File: config.mk
export PLATFORM = sky130hd
export DESIGN_NAME = rom_loader
export DESIGN_NICKNAME = d
export VERILOG_FILES = /design/src/rtl/rom_loader_pkg.sv /design/src/rtl/rom_loader.sv
export SDC_FILE = /design/constraint.sdc
export NUM_CORES = 1
export LEC_CHECK = 0
export CAP_MARGIN = 20
export CORE_UTILIZATION = 48
export CTS_BUF_LIST = sky130_fd_sc_hd__clkbuf_8
export CTS_CLUSTER_SIZE = 25
export DETAILED_ROUTE_END_ITERATION = 16
export GPL_TIMING_DRIVEN = 0
export PLACE_DENSITY = 0.75
export SKIP_CTS_REPAIR_TIMING = 1
export SYNTH_ARGS = -nofsm -noshare
export SYNTH_HDL_FRONTEND = slang
export SYNTH_SLANG_ARGS = --single-unit
File: constraint.sdc
create_clock -name clk -period 3.27 [get_ports clk]
set_input_delay 0.654 -clock clk [delete_from_list [all_inputs] [get_ports clk]]
set_output_delay 0.654 -clock clk [all_outputs]
set_load 0.03 [all_outputs]
File: src/rtl/rom_loader_pkg.sv
// rom_loader_pkg
//   Shared definitions for the boot loader: FSM state encodings (3-bit)
//   and stream/word width constants.
package rom_loader_pkg;

    localparam int BYTE_WIDTH     = 8;
    localparam int BYTES_PER_WORD = 2;

    typedef enum logic [2:0] {
        ST_LEN_LO  = 3'd0,
        ST_LEN_HI  = 3'd1,
        ST_DATA_LO = 3'd2,
        ST_DATA_HI = 3'd3,
        ST_WRITE   = 3'd4,
        ST_RUN     = 3'd5,
        ST_ERROR   = 3'd6
    } state_t;

endpackage

File: src/rtl/rom_loader.sv
// rom_loader
//   Boot-time program loader and instruction-memory arbiter. Holds the CPU in
//   reset while a byte stream (16-bit little-endian word count, then
//   little-endian 16-bit words) is written into instruction RAM from address
//   0, then releases the CPU and hands the RAM address port to the CPU fetch
//   address.
//
// Ports
//   clk, reset        system clock (rising edge), async active-high reset
//   start_i           reload request, honoured in RUN and ERROR
//   rx_valid_i/data_i byte stream in; rx_ready_o accepts
//   cpu_addr_i        CPU next-instruction address
//   rom_addr_o        RAM address (cpu_addr_i in RUN, else word_addr)
//   rom_we_o          RAM write enable (WRITE state only)
//   rom_data_o        RAM write data {hi, lo}
//   cpu_reset_o       CPU reset, high outside RUN
//   loading_o         high outside RUN and ERROR
//   error_o           high in ERROR (word count too large)
//
// state      | meaning
// -----------+-------------------------------------------------
// ST_LEN_LO  | wait for word count low byte
// ST_LEN_HI  | wait for word count high byte, validate count
// ST_DATA_LO | wait for instruction low byte
// ST_DATA_HI | wait for instruction high byte
// ST_WRITE   | one-cycle RAM write of {hi, lo} at word_addr
// ST_RUN     | CPU running, fetch address passed through
// ST_ERROR   | count exceeded memory size, CPU held in reset
//
// ADDR_WIDTH must be 15 or less so the count fits the 16-bit length field.
module rom_loader
    import rom_loader_pkg::*;
#(
    parameter int ADDR_WIDTH = 15,
    parameter int WORD_WIDTH = 16
) (
    input  logic                  clk,
    input  logic                  reset,
    input  logic                  start_i,
    input  logic                  rx_valid_i,
    input  logic [BYTE_WIDTH-1:0] rx_data_i,
    output logic                  rx_ready_o,
    input  logic [ADDR_WIDTH-1:0] cpu_addr_i,
    output logic [ADDR_WIDTH-1:0] rom_addr_o,
    output logic                  rom_we_o,
    output logic [WORD_WIDTH-1:0] rom_data_o,
    output logic                  cpu_reset_o,
    output logic                  loading_o,
    output logic                  error_o
);

    localparam logic [16:0] LEN_LIMIT = 17'(1) << ADDR_WIDTH;

    state_t                  state;
    logic [ADDR_WIDTH-1:0]   word_addr;
    logic [15:0]             len;
    logic [BYTE_WIDTH-1:0]   lo_byte;
    logic [BYTE_WIDTH-1:0]   hi_byte;

    logic                    rx_fire;
    logic [15:0]             len_next;
    logic [ADDR_WIDTH:0]     len_last;

    assign rx_fire  = rx_valid_i && rx_ready_o;
    assign len_next = {rx_data_i, len[7:0]};
    // One bit wider than word_addr so a full-memory count ends on the last
    // address instead of wrapping.
    assign len_last = len[ADDR_WIDTH:0] - (ADDR_WIDTH+1)'(1);

    always_ff @(posedge clk or posedge reset) begin
        if (reset) begin
            state     <= ST_LEN_LO;
            word_addr <= '0;
            len       <= '0;
            lo_byte   <= '0;
            hi_byte   <= '0;
        end else begin
            case (state)
                ST_LEN_LO: begin
                    if (rx_fire) begin
                        len[7:0] <= rx_data_i;
                        state    <= ST_LEN_HI;
                    end
                end
                ST_LEN_HI: begin
                    if (rx_fire) begin
                        len[15:8] <= rx_data_i;
                        if (len_next == 16'd0) begin
                            state <= ST_RUN;
                        end else if ({1'b0, len_next} > LEN_LIMIT) begin
                            state <= ST_ERROR;
                        end else begin
                            word_addr <= '0;
                            state     <= ST_DATA_LO;
                        end
                    end
                end
                ST_DATA_LO: begin
                    if (rx_fire) begin
                        lo_byte <= rx_data_i;
                        state   <= ST_DATA_HI;
                    end
                end
                ST_DATA_HI: begin
                    if (rx_fire) begin
                        hi_byte <= rx_data_i;
                        state   <= ST_WRITE;
                    end
                end
                ST_WRITE: begin
                    if ({1'b0, word_addr} == len_last) begin
                        state <= ST_RUN;
                    end else begin
                        word_addr <= word_addr + ADDR_WIDTH'(1);
                        state     <= ST_DATA_LO;
                    end
                end
                ST_RUN, ST_ERROR: begin
                    // Clearing here makes the RAM address read 0 as soon as
                    // arbitration leaves the CPU.
                    if (start_i) begin
                        word_addr <= '0;
                        state     <= ST_LEN_LO;
                    end
                end
                default: state <= ST_LEN_LO;
            endcase
        end
    end

    assign rx_ready_o  = (state == ST_LEN_LO)  || (state == ST_LEN_HI) ||
                         (state == ST_DATA_LO) || (state == ST_DATA_HI);
    assign rom_we_o    = (state == ST_WRITE);
    assign rom_addr_o  = (state == ST_RUN) ? cpu_addr_i : word_addr;
    assign rom_data_o  = {hi_byte, lo_byte};
    assign cpu_reset_o = (state != ST_RUN);
    assign loading_o   = (state != ST_RUN) && (state != ST_ERROR);
    assign error_o     = (state == ST_ERROR);

endmodule

==> flow_metrics.tcl <==
set metrics [dict create \
    cp_cell_sequence "clkbuf_1, nand3b_1, clkbuf_2, mux2_2, clkdlybuf4s50_1" \
    finalCriticalPeriod_ns 3.181 \
    final_hold_viol_count 0 \
    p_leak_nw 1.708 \
    seq_area_frac_synth 0.3912 \
    crit_end "rom_addr_o[6]" \
    reg2reg_depth 10 \
    num_vias 2803 \
    area.growth.synth_to_final_pct 28.87 \
    final_layout_size_suffix_gt1_frac 0.2040 \
    track_usage 0.2351 \
    drtIter0Drc 212 \
    hold_class "flip-flop to flip-flop" \
    cp.arrival_ns 2.53 \
    drt_first_pass_iters 4 \
    core_sq_um 6386 \
    path_delay_family "buffers and inverters" \
    synthFlopType "dfrtp_1" \
    clkTransAtPathRegs_ns 0.10 \
    critPathKind "flip-flop to output pin" \
    postRouteAntennaNets 0 \
    crit_buf_inv 3 \
    worst_slack_ns 0.08932 \
    avgSynthCellArea_sq_um 9.901 \
    synth_area_leader_cell "dfrtp_1" \
    period_share 0.9727 \
    synth_cells 323 \
    grt_max_degree 30 \
    clk_latency_ns 0.31 \
    grt_antenna_before_repair 0 \
    cp.required_ns 2.62 \
    syn_area_sq_um 3198 \
    startpoint_type "flip-flop" \
    cts_tree "built" \
    final_nets 425 \
    yosys_warnings 0 \
    fp.dieW_microns 83.63 \
    async_reset_ff_frac 1.000 \
    grt_pass1_vias 2678 \
    synth_edf_count 0 \
    synth.distinct_cells 56 \
    yosysMostFrequentCell "dfrtp_1" \
    crit_start "state[0]" \
    diodes 0 \
    wl_per_cell_microns 17.11 \
    place_ws_ns -0.1925 \
    power_mw 3.843 \
    rows 29 \
    cpPeakStageDelay_ns 0.69 \
    fin_setup_tns_ns 0 \
    die_h_microns 83.63 \
    r2r_start "len[2]" \
    maxCapViolCount 0 \
    stdcell_count 474 \
    drc_errors 0 \
    grt_first_pass_wirelength_microns 13190 \
    htreeDepth 2 \
    fill_cells 535 \
    numCtsBuffers 5 \
    clockBufferDepth 2 \
    ir_drop_uv 647.2 \
    yosys_register_bits 50 \
    initial_utilization 0.5008 \
    wl_microns 8112 \
    stdcell_area_sq_um 4121 \
    io_buffers 62 \
    syn_nets 352 \
    worstPathMaxFanout 10 \
    ys_top_cells_by_area "dfrtp_1 (39%), mux2_2 (16%), nand2_1 (4.8%)" \
    power_density_nw_per_um2 932.5 \
    worst-path-stages 5 \
    synth_top_area_share 0.3912 \
    clock_skew_ns 0.007023 \
    root_buffer "clkbuf_8" \
    detail_route.vias_per_cell 5.914 \
    dp_hpwl_microns 5988 \
    final_util 0.6454 \
    gp_congestion 0.8558 \
    dieArea_sq_um 6993 \
    cts.sink_count 50 \
    setup_viol 0 \
    ys_top_cells_by_count "dfrtp_1 (50), mux2_2 (46), nand2_1 (41), nand3_1 (16), nor2_1 (16)" \
    gr-total-overflow 0 \
    holdWs_ns 0.5127 \
    placedCellCount 464 \
    cp-end-kind "output pin" \
    max_freq_mhz 314.4 \
    r2r_slack_ns 0.11 \
    relSlewSlack 0.5114 \
    maxSlewViolCount 0 \
    worstMarginPinSlew_ns 0.7302 \
    rr_endpoint "word_addr[9]" \
    cp_slowest_cell "clkdlybuf4s50_1" \
    placed_cell_area_sq_um 3940 \
    outcome "finished clean" \
    io-pin-count 63 \
]
layout by cell type, fill, tap and decap left out, types with 4 or more instances in the layout:
| cell type | synthesis | routed |
|---|---|---|
| a21oi_1 | 4 | 4 |
| and3_1 | 6 | 6 |
| clkbuf_1 | 13 | 9 |
| clkbuf_8 | 0 | 5 |
| clkdlybuf4s50_1 | 0 | 61 |
| dfrtp_1 | 50 | 49 |
| inv_1 | 11 | 9 |
| mux2_2 | 46 | 46 |
| nand2_1 | 41 | 41 |
| nand2b_1 | 4 | 4 |
| nand3_1 | 16 | 16 |
| nor2_1 | 16 | 16 |
| nor3_1 | 13 | 13 |
| o211ai_1 | 9 | 9 |
| o21ai_0 | 8 | 8 |
| or3_1 | 4 | 4 |
| or4_1 | 6 | 6 |
| xnor2_1 | 6 | 6 |
| xor2_1 | 10 | 10 |
area by class of cell:
cell class                      instances  area (sq um)  share of cell area
Multi-Input combinational cell        246          1849              0.4487
Sequential cell                        50          1252              0.3039
Timing Repair Buffer                   67         683.2              0.1658
Tap cell                               77         96.34             0.02338
Buffer                                 15         86.33             0.02095
Clock buffer                            5         68.82             0.01670
Clock inverter                          3         43.79             0.01063
Inverter                               11         41.29             0.01002
how the worst min path moves through the flow:
stage	start	endpoint	slack, ns	cells after the start
after global placement	hi_byte[1]	hi_byte[1]	0.49	1
after floorplan	len[9]	len[9]	0.52	1
after detailed placement	hi_byte[7]	hi_byte[7]	0.49	1
after global routing	hi_byte[1]	hi_byte[1]	0.53	1
final	hi_byte[2]	hi_byte[2]	0.51	1
after CTS	hi_byte[5]	hi_byte[5]	0.52	1
flip-flops by register name, summed over array words and instances (netlist names):
register	flops
len	16
state	3
lo_byte	8
hi_byte	8
word_addr	15
report_power, final:
| part | switching [mW] | internal (mW) |
|---|---|---|
| combinational | 1.17 | 0.975 |
| sequential | 0.349 | 0.899 |
| clock | 0.224 | 0.230 |
metal layers:
metal,share of wire,vias up,track usage
li1,-,1331,-
met1,0.46,1384,0.3367
met2,0.48,77,0.3703
met3,0.041,11,0.03066
met4,0.015,0,0.07396
met5,0,-,0
cells by family (layout without fill, tap and decap cells):
kind of cell             after synthesis  after routing  share of synthesized area
AO/OA/AOI/OAI                         44             44                     0.1056
XOR/XNOR                              16             16                    0.04382
adder cells (fa/ha/maj)                2              2                   0.007823
buffers and inverters                 27            101                    0.03991
flip-flops                            50             50                     0.3912
multiplexers                          49             49                     0.1714
AND/OR/NAND/NOR                      135            135                     0.2402
Note: power is estimated with default switching activity, not from simulation.
